### src/rtl/ddp_inj_pkg.sv
// Shared definitions for the DDP button injector: FSM states, packet layout and
// the packing helper used when an event is queued.
package ddp_inj_pkg;

    localparam int BTN_W    = 4;
    localparam int SEQ_W    = 8;
    localparam int PKT_W    = 16;

    localparam int SEQ_MSB  = 15;
    localparam int SEQ_LSB  = 8;
    localparam int MASK_MSB = 7;
    localparam int MASK_LSB = 4;
    localparam int LVL_MSB  = 3;
    localparam int LVL_LSB  = 0;

    typedef enum logic [1:0] {
        ST_IDLE    = 2'd0,
        ST_SEND    = 2'd1,
        ST_RELEASE = 2'd2
    } inj_state_e;

    // Builds the bundled-data word {seq, changed mask, new level}.
    function automatic logic [PKT_W-1:0] pack_pkt(
        input logic [SEQ_W-1:0] seq,
        input logic [BTN_W-1:0] mask,
        input logic [BTN_W-1:0] lvl
    );
        logic [PKT_W-1:0] pkt;
        pkt                    = {PKT_W{1'b0}};
        pkt[SEQ_MSB:SEQ_LSB]   = seq;
        pkt[MASK_MSB:MASK_LSB] = mask;
        pkt[LVL_MSB:LVL_LSB]   = lvl;
        return pkt;
    endfunction

endpackage

### src/rtl/ddp_inj_fifo.sv
// Event buffer for the injector: synchronous FIFO, power-of-2 depth, with a
// same-cycle push+pop accepted even when full (the popped slot is reused).
module ddp_inj_fifo
    import ddp_inj_pkg::*;
#(
    parameter int WIDTH = PKT_W,
    parameter int DEPTH = 4
) (
    input  logic             CLK,
    input  logic             RST,
    input  logic             push,
    input  logic [WIDTH-1:0] wdata,
    input  logic             pop,
    output logic             full,
    output logic             empty,
    output logic [WIDTH-1:0] head
);

    localparam int AW = $clog2(DEPTH);

    logic [AW:0]      wr_ptr_r;
    logic [AW:0]      rd_ptr_r;
    logic [WIDTH-1:0] mem_r [DEPTH];
    logic             do_pop_s;
    logic             do_push_s;

    assign empty     = (wr_ptr_r == rd_ptr_r);
    assign full      = (wr_ptr_r[AW] != rd_ptr_r[AW]) &&
                       (wr_ptr_r[AW-1:0] == rd_ptr_r[AW-1:0]);
    assign do_pop_s  = pop && !empty;
    assign do_push_s = push && (!full || do_pop_s);
    assign head      = mem_r[rd_ptr_r[AW-1:0]];

    // Read/write pointers with one wrap bit to tell full from empty.
    always_ff @(posedge CLK) begin
        if (RST) begin
            wr_ptr_r <= {(AW+1){1'b0}};
            rd_ptr_r <= {(AW+1){1'b0}};
        end else begin
            if (do_push_s) wr_ptr_r <= wr_ptr_r + {{AW{1'b0}}, 1'b1};
            if (do_pop_s)  rd_ptr_r <= rd_ptr_r + {{AW{1'b0}}, 1'b1};
        end
    end

    // Storage array; entries are only read after being written.
    always_ff @(posedge CLK) begin
        if (do_push_s) mem_r[wr_ptr_r[AW-1:0]] <= wdata;
    end

endmodule

### src/rtl/ddp_btn_injector.sv
// Turns button level changes into DDP packets sent over a 4-phase Send/Ack channel.
// Optional handshake timeout is enabled by defining DDP_INJ_TIMEOUT_EN.
module ddp_btn_injector
    import ddp_inj_pkg::*;
#(
    parameter int FIFO_DEPTH  = 4,
    parameter int ACK_SYNC    = 2,
    parameter int TIMEOUT_CYC = 1000000
) (
    input  logic             CLK,
    input  logic             RST,
    input  logic [BTN_W-1:0] BTN_LVL,
    input  logic             Ack_in_DDP,
    output logic             Send_in_DDP,
    output logic [PKT_W-1:0] PKT_DATA,
    output logic             BUSY,
    output logic             OVF,
    output logic             TMO
);

    if (FIFO_DEPTH < 2 || (FIFO_DEPTH & (FIFO_DEPTH - 1)) != 0 ||
        ACK_SYNC < 2 || TIMEOUT_CYC < 1) begin : g_bad_params
        $error("ddp_btn_injector: illegal parameter set");
    end

    logic [BTN_W-1:0]    prev_lvl_r;
    logic [SEQ_W-1:0]    seq_r;
    logic [ACK_SYNC-1:0] ack_sync_r;
    inj_state_e          state_r;
    logic                send_r;
    logic [PKT_W-1:0]    pkt_r;
    logic                busy_r;
    logic                ovf_r;

    logic [BTN_W-1:0]    chg_s;
    logic                ack_s;
    logic                push_s;
    logic                pop_s;
    logic                accept_s;
    logic                drop_s;
    logic                leave_rel_s;
    logic                tmo_hit_s;
    logic                full_s;
    logic                empty_s;
    logic [PKT_W-1:0]    head_s;

    assign ack_s       = ack_sync_r[ACK_SYNC-1];
    assign chg_s       = BTN_LVL ^ prev_lvl_r;
    assign push_s      = !RST && (chg_s != {BTN_W{1'b0}});
    assign leave_rel_s = (state_r == ST_RELEASE) && !ack_s;
    assign pop_s       = leave_rel_s || tmo_hit_s;
    assign accept_s    = push_s && (!full_s || pop_s);
    assign drop_s      = push_s && full_s && !pop_s;

    ddp_inj_fifo #(
        .WIDTH (PKT_W),
        .DEPTH (FIFO_DEPTH)
    ) u_fifo (
        .CLK   (CLK),
        .RST   (RST),
        .push  (push_s),
        .wdata (pack_pkt(seq_r, chg_s, BTN_LVL)),
        .pop   (pop_s),
        .full  (full_s),
        .empty (empty_s),
        .head  (head_s)
    );

    // Ack synchroniser shift chain.
    always_ff @(posedge CLK) begin
        if (RST) ack_sync_r <= {ACK_SYNC{1'b0}};
        else     ack_sync_r <= {ack_sync_r[ACK_SYNC-2:0], Ack_in_DDP};
    end

    // Edge detect and sequence numbering; prev_lvl tracks input in reset so release is silent.
    always_ff @(posedge CLK) begin
        prev_lvl_r <= BTN_LVL;
        if (RST) begin
            seq_r <= {SEQ_W{1'b0}};
        end else if (accept_s) begin
            seq_r <= seq_r + {{(SEQ_W-1){1'b0}}, 1'b1};
        end
    end

    // Handshake FSM with registered Send, data, busy and overflow flags.
    always_ff @(posedge CLK) begin
        if (RST) begin
            state_r <= ST_IDLE;
            send_r  <= 1'b0;
            pkt_r   <= {PKT_W{1'b0}};
            busy_r  <= 1'b0;
            ovf_r   <= 1'b0;
        end else begin
            busy_r <= (state_r != ST_IDLE) || !empty_s;
            if (drop_s) ovf_r <= 1'b1;
            if (tmo_hit_s) begin
                send_r  <= 1'b0;
                state_r <= ST_IDLE;
            end else begin
                case (state_r)
                    ST_IDLE: begin
                        // A stale high ack must fall before a new request goes out.
                        if (!empty_s && !ack_s) begin
                            pkt_r   <= head_s;
                            send_r  <= 1'b1;
                            state_r <= ST_SEND;
                        end
                    end
                    ST_SEND: begin
                        if (ack_s) begin
                            send_r  <= 1'b0;
                            state_r <= ST_RELEASE;
                        end
                    end
                    ST_RELEASE: begin
                        if (!ack_s) state_r <= ST_IDLE;
                    end
                    default: begin
                        send_r  <= 1'b0;
                        state_r <= ST_IDLE;
                    end
                endcase
            end
        end
    end

`ifdef DDP_INJ_TIMEOUT_EN
    logic [31:0] tmo_cnt_r;
    logic        tmo_r;

    assign tmo_hit_s = (state_r != ST_IDLE) && (tmo_cnt_r == 32'(TIMEOUT_CYC - 1));

    // Per-state dwell counter; restarts whenever the FSM changes state.
    always_ff @(posedge CLK) begin
        if (RST) begin
            tmo_cnt_r <= 32'd0;
            tmo_r     <= 1'b0;
        end else begin
            if (state_r == ST_IDLE || ((state_r == ST_SEND) && ack_s) || leave_rel_s || tmo_hit_s)
                tmo_cnt_r <= 32'd0;
            else
                tmo_cnt_r <= tmo_cnt_r + 32'd1;
            if (tmo_hit_s) tmo_r <= 1'b1;
        end
    end

    assign TMO = tmo_r;
`else
    assign tmo_hit_s = 1'b0;
    assign TMO       = 1'b0;
`endif

    assign Send_in_DDP = send_r;
    assign PKT_DATA    = pkt_r;
    assign BUSY        = busy_r;
    assign OVF         = ovf_r;

endmodule

### config.mk
export PLATFORM = sky130hd
export DESIGN_NAME = ddp_btn_injector
export DESIGN_NICKNAME = d
export VERILOG_FILES = /design/src/rtl/ddp_inj_pkg.sv /design/src/rtl/ddp_inj_fifo.sv /design/src/rtl/ddp_btn_injector.sv
export SDC_FILE = /design/constraint.sdc
export NUM_CORES = 1
export LEC_CHECK = 0
export CAP_MARGIN = 10
export CORE_ASPECT_RATIO = 0.7
export CORE_UTILIZATION = 58
export CTS_CLUSTER_SIZE = 20
export DETAILED_ROUTE_END_ITERATION = 12
export GPL_ROUTABILITY_DRIVEN = 0
export PLACE_DENSITY = 0.8
export SYNTH_ARGS = -nofsm -noshare
export SYNTH_HDL_FRONTEND = slang
export SYNTH_HIERARCHICAL = 1
export SYNTH_SLANG_ARGS = --single-unit
### constraint.sdc
create_clock -name CLK -period 3.1 [get_ports CLK]
set_input_delay 0.62 -clock CLK [delete_from_list [all_inputs] [get_ports CLK]]
set_output_delay 0.62 -clock CLK [all_outputs]
set_load 0.01 [all_outputs]
==> summary.txt, run 1 <==
Synth Area in Compound Gates: 0.0576
Clock sink count: 107
Internal: 0.00217 W
Placeable Area: 6880 µm²
Achievable Freq: 382 MHz
Share of layout cells above drive strength 1: 0.161
Status: finished clean
WP data arrival: 2.69 ns
Sequential share of power: 0.583
Antenna violations before repair: 0
Worst Hold Slack: 0.450 ns
Vias: 2374
Period minus WS final: 2.62 ns
Yosys reg bits: 107
DRT iter0 DRCs: 114
Simple-Gate Fraction of Synth Area: 0.108
Reg2Reg Depth: 7
Largest family of logic cells by synthesized area: simple AND/OR/NAND/NOR gates
Setup TNS: 0 ns
Max Slew Vio Count: 0
Mapped Cells: 292
Kind of critical path: primary input to register
Height of the chip: 73.3 µm
Worst-margin pin slew: 0.843 ns
Vias per cell: 5.60
Slew HR: 0.437
Ratio of total power to cell area: 598 nW/µm²
TritonCTS clock tree: done
Post-CTS setup buffers: 0
Area share of xor/xnor cells in the synthesized design: 0.0240
Worst Setup EP: u_fifo/mem_r[0][2]$_DFFE_PP_
Die area: 7620 µm²
Ant. Diodes: 0
Post_cts resized: 0
Hold path cells: 2
Sw power: 0.000713 W
Max-Cap Viols: 0
Crit path from: BTN_LVL[3]
VDD IR-drop max: 390 µV
Post-route DRC: 0
Drt total wl: 7500 µm
CTS buffer count: 9
Tcrit/Tclk final: 0.844
First-pass GRT wire length: 12300 µm
Max clock buf depth: 2
Fillers: 488
Critical path endpoint category: register
Unique masters post-synth: 44
P_leak: 1.60 nW
Worst-path clk slew: 0.09 ns
Row count: 25
Worst R2R End: PKT_DATA[14]$_SDFFE_PP0P_
Logic pwr share: 0.130
First-pass DRT Iterations: 4
Yosys Warn Count: 6
Req. time, crit path: 3.17 ns
Boundary pin count: 27
Synthesized-area fraction occupied by adder cells: 0.0178
P&R area growth vs syn: 14.3%
Worst-skew pair later-pin latency: 0.36 ns
RSZ-0062 raised after global routing: false
Starting density of the core: 0.613
Setup violations, final: 0
Root Buffer: clkbuf_8
Crit path max fanout: 16
HP Class: register to register
Nature of the critical path startpoint: primary input
Sw Share: 0.248
NumNets Final: 338
Routed WL per cell: 17.7 µm
Largest net degree at the start of global routing: 47
Cts hold-fix bufs: 0
Vias in the first global route: 2361
Syn nets: 305
Ys async rst share: 0
Number of synthesized flops with an enable pin: 64
HPWL after DPL: 4880 µm
PortBufs: 25
Register area share after synthesis: 0.660
Setup slack, reg-to-reg: 0.90 ns
Total track usage: 0.224
Clock power frac: 0.287
Post-route ant nets: 0
Chip width: 104 µm
Endpoints failing hold: 0
Clk_skew: 0.0134 ns
Reg-to-Reg Start: u_fifo/wr_ptr_r[1]$_SDFFE_PP0P_
Most used DFF post-synth: edfxtp_1
Mean area per synthesized cell: 14.4 µm²
Synthesized cell area: 4220 µm²
H-tree depth: 3
Mux contribution to synthesized area: 0.107
Total gr overflow: 0
## layer usage
layer  global-route usage  vias to the layer above  part of all wire
li1                     -                     1134                 -
met2                0.361                       61              0.48
met3               0.0594                        2             0.059
met1                0.299                     1177              0.45
met5                    0                        -                 0
met4               0.0873                        0            0.0051
## critical path, stage by stage
cell	delay [ns]
clkdlybuf4s50_1	0.57
xor2_1	0.44
nor4_4	0.10
nor2_1	0.16
inv_1	0.07
a41oi_2	0.31
and2_1	0.24
buf_12	0.17
## cell usage after synthesis, types with 5 or more instances
cell / count / area, µm²
ha_1: 6 / 75.1
nand2_1: 38 / 143
o31ai_1: 5 / 37.5
nor2b_1: 7 / 43.8
nand2b_1: 7 / 43.8
inv_1: 9 / 33.8
clkbuf_1: 5 / 18.8
or4_1: 5 / 37.5
a21oi_1: 24 / 120
mux4_2: 16 / 360
edfxtp_1: 64 / 1920
dfxtp_1: 43 / 861
nor2_1: 10 / 37.5
## logic make-up (layout without fill, tap and decap cells)
family          count (synthesis)  after routing
mux                            24             24
other cells                     1              1
compound gates                 38             38
flops                         107            107
simple gates                   85             85
fa+ha+maj                       6              6
buf+inv                        22             60
xor+xnor                        9              9
## power groups by stage
stage | Combinational (W) | Sequential (W) | Clock (W)
6_report | 0.000375 | 0.00168 | 0.000825
5_1_grt | 0.000416 | 0.00169 | 0.000897
4_1_cts | 0.000382 | 0.00168 | 0.000844
3_5_place_dp | 0.000380 | 0.00171 | 0
3_3_place_gp | 0.000368 | 0.00171 | 0
2_1_floorplan | 0.000197 | 0.00171 | 0
## cell usage in the layout, fill, tap and decap left out, types with 2 or more instances in the layout
cell and n:
or4_1 5, xnor2_1 2, clkdlybuf4s50_1 25, nand3_1 3, inv_1 9, mux4_2 16, mux2i_1 3, mux2_1 3
clkbuf_8 9, nand2_1 38, xnor2_2 2, and2_1 3, o21ai_0 2, xor2_1 4, clkinv_2 3, nand4_1 2
edfxtp_1 64, nand2b_1 7, a21oi_1 24, nor4_2 2, nor2b_1 7, buf_4 7, a41oi_2 2, o31ai_1 5
ha_1 6, a31oi_1 2, nor2_1 10, inv_6 2, dfxtp_1 43, buf_12 3
## layout make-up
class	count	area [µm²]	area share
inverters	9	33.8	0.00701
well taps	94	118	0.0244
clock inverters	7	66.3	0.0138
flip-flops and latches	107	2780	0.578
repair buffers	35	363	0.0753
multi-input cells	163	1330	0.276
clock buffers	9	124	0.0257
## worst min path at each step
stage,slack [ns],endpoint,start
after detailed placement,0.44,OVF$_SDFFE_PP0P_,OVF$_SDFFE_PP0P_
after CTS,0.45,OVF$_SDFFE_PP0P_,OVF$_SDFFE_PP0P_
after global placement,0.44,OVF$_SDFFE_PP0P_,OVF$_SDFFE_PP0P_
after global routing,0.48,OVF$_SDFFE_PP0P_,OVF$_SDFFE_PP0P_
after floorplan,0.41,ack_sync_r[1]$_SDFF_PP0_,ack_sync_r[0]$_SDFF_PP0_
final,0.45,OVF$_SDFFE_PP0P_,OVF$_SDFFE_PP0P_
## through the flow
stage	worst slack (ns)	area, µm²	instances	util	total power, W
2_1_floorplan	0.588	4220	292	-	0.00191
3_3_place_gp	0.262	4630	408	0.672	0.00207
3_5_place_dp	0.0880	4630	408	0.672	0.00209
4_1_cts	0.467	4820	424	0.700	0.00291
5_1_grt	0.279	4820	424	0.700	0.00300
6_report	0.482	4820	424	0.700	0.00288
## state kept, by name (all words and copies together) (netlist names), named ones only
name,flops
seq_r,8
OVF,1
u_fifo/mem_r,64
u_fifo/rd_ptr_r,3
PKT_DATA,16
BUSY,1
Send_in_DDP,1
state_r,2
ack_sync_r,2
prev_lvl_r,4
u_fifo/wr_ptr_r,3
Note: power is estimated with default switching activity, not from simulation.
==> inputs of run 2 (changes only) <==
Clock period 3.1 ns to 2.7 ns, I/O delays scaled along.
==> summary.txt, run 2 (same netlist as run 1, synthesis figures left out) <==
Status: finished clean
Setup violations, final: 0
NumNets Final: 350
Max FFs per register: 64
Clock sink count: 107
Max Slew Vio Count: 0
Largest net degree at the start of global routing: 47
Boundary pin count: 27
Post-route ant nets: 0
First-pass DRT Iterations: 4
HP Class: register to register
Fin util: 0.706
Worst-path clk slew: 0.09 ns
Vias per cell: 5.66
Placeable Area: 6880 µm²
Ant. Diodes: 0
Post-route DRC: 0
Cts hold-fix bufs: 0
Slew HR: 0.453
TritonCTS clock tree: done
Starting density of the core: 0.613
Root Buffer: clkbuf_8
CTS buffer count: 9
P_leak: 1.64 nW
Req. time, crit path: 2.76 ns
Worst-skew pair later-pin latency: 0.35 ns
Tcrit/Tclk final: 0.811
Crit path max fanout: 8
Nature of the critical path startpoint: primary input
Placed Area: 4690 µm²
Worst-margin pin slew: 0.820 ns
DRT iter0 DRCs: 141
Fillers: 470
H-tree depth: 3
Vias in the first global route: 2421
PortBufs: 25
WP data arrival: 2.25 ns
VDD IR-drop max: 382 µV
Share of layout cells above drive strength 1: 0.187
Total track usage: 0.229
Ratio of total power to cell area: 665 nW/µm²
Max-Cap Viols: 0
Register area: 2780 µm²
Row count: 25
Vias: 2468
Chip width: 104 µm
Endpoints failing hold: 0
Kind of critical path: primary input to register
HPWL after DPL: 5430 µm
Total gr overflow: 0
Achievable Freq: 457 MHz
Height of the chip: 73.3 µm
Commonest non-fill, non-tap cell in the layout: edfxtp_1
Max clock buf depth: 2
Die area: 7620 µm²
Commonest non-fill, non-tap cells in the layout: edfxtp_1 (64), dfxtp_1 (43), nand2_1 (38)
P&R area growth vs syn: 15.3%
Drt total wl: 7850 µm
Period minus WS final: 2.19 ns
Routed WL per cell: 18.0 µm
Critical path endpoint category: register
RSZ-0062 raised after global routing: false
Post-CTS setup buffers: 0
Setup TNS: 0 ns
Final Cell Area: 4860 µm²
Area of the multi-input gates: 1330 µm²
Clk_skew: 0.00922 ns
First-pass GRT wire length: 12800 µm
Antenna violations before repair: 0
Post_cts resized: 0
run 2: changes by cell type in the layout (fill, tap and decap cells not counted), sizes merged:
cell      delta
bufinv       -1
inv          -1
clkinv       -1
clkbuf       +1
buf         +12
clkinvlp     +2
run 2: layout make-up:
type                    instances  share of cell area
flip-flops and latches        107               0.572
multi-input cells             163               0.274
repair buffers                 47              0.0880
clock buffers                  10              0.0263
well taps                      94              0.0242
clock inverters                 6             0.00849
inverters                       9             0.00695
run 2: routing by layer:
layer / GRT usage / share of wire / up-vias
met2: 0.366 / 0.47 / 67
met1: 0.315 / 0.45 / 1225
met3: 0.0586 / 0.059 / 10
li1: - / - / 1166
met5: 0 / 0 / -
met4: 0.0746 / 0.013 / 0
run 2: final timing paths:
path | startpoint | end | slack [ns] | depth (start not counted)
setup / recovery | BTN_LVL[0] | u_fifo/mem_r[2][11]$_DFFE_PP_ | 0.51 | 9
setup reg to reg | u_fifo/wr_ptr_r[0]$_SDFFE_PP0P_ | PKT_DATA[4]$_SDFFE_PP0P_ | 0.57 | 8
hold / removal | OVF$_SDFFE_PP0P_ | OVF$_SDFFE_PP0P_ | 0.45 | 2
hold reg to reg | OVF$_SDFFE_PP0P_ | OVF$_SDFFE_PP0P_ | 0.45 | 2
run 2: metrics by stage:
stage	setup slack [ns]	hold slack [ns]	cells	total power [W]
6_report	0.510	0.446	436	0.00323
3_5_place_dp	0.159	0.437	420	0.00242
5_1_grt	0.383	0.476	436	0.00337
4_1_cts	0.512	0.450	436	0.00325
3_3_place_gp	0.229	0.436	420	0.00240
2_1_floorplan	0.268	0.414	292	0.00219
run 2: critical path, stage by stage:
cell             delay [ns]
clkdlybuf4s50_1        0.50
xor2_1                 0.18
buf_4                  0.17
nor4_4                 0.05
nor2_1                 0.14
inv_1                  0.07
a41oi_2                0.21
and2_1                 0.20
buf_4                  0.19
run 2: power breakdown:
group | internal (W) | switching (W)
logic | 0.000213 | 0.000237
clock network | 0.000336 | 0.000511
registers | 0.00186 | 0.0000724
total | 0.00241 | 0.000820
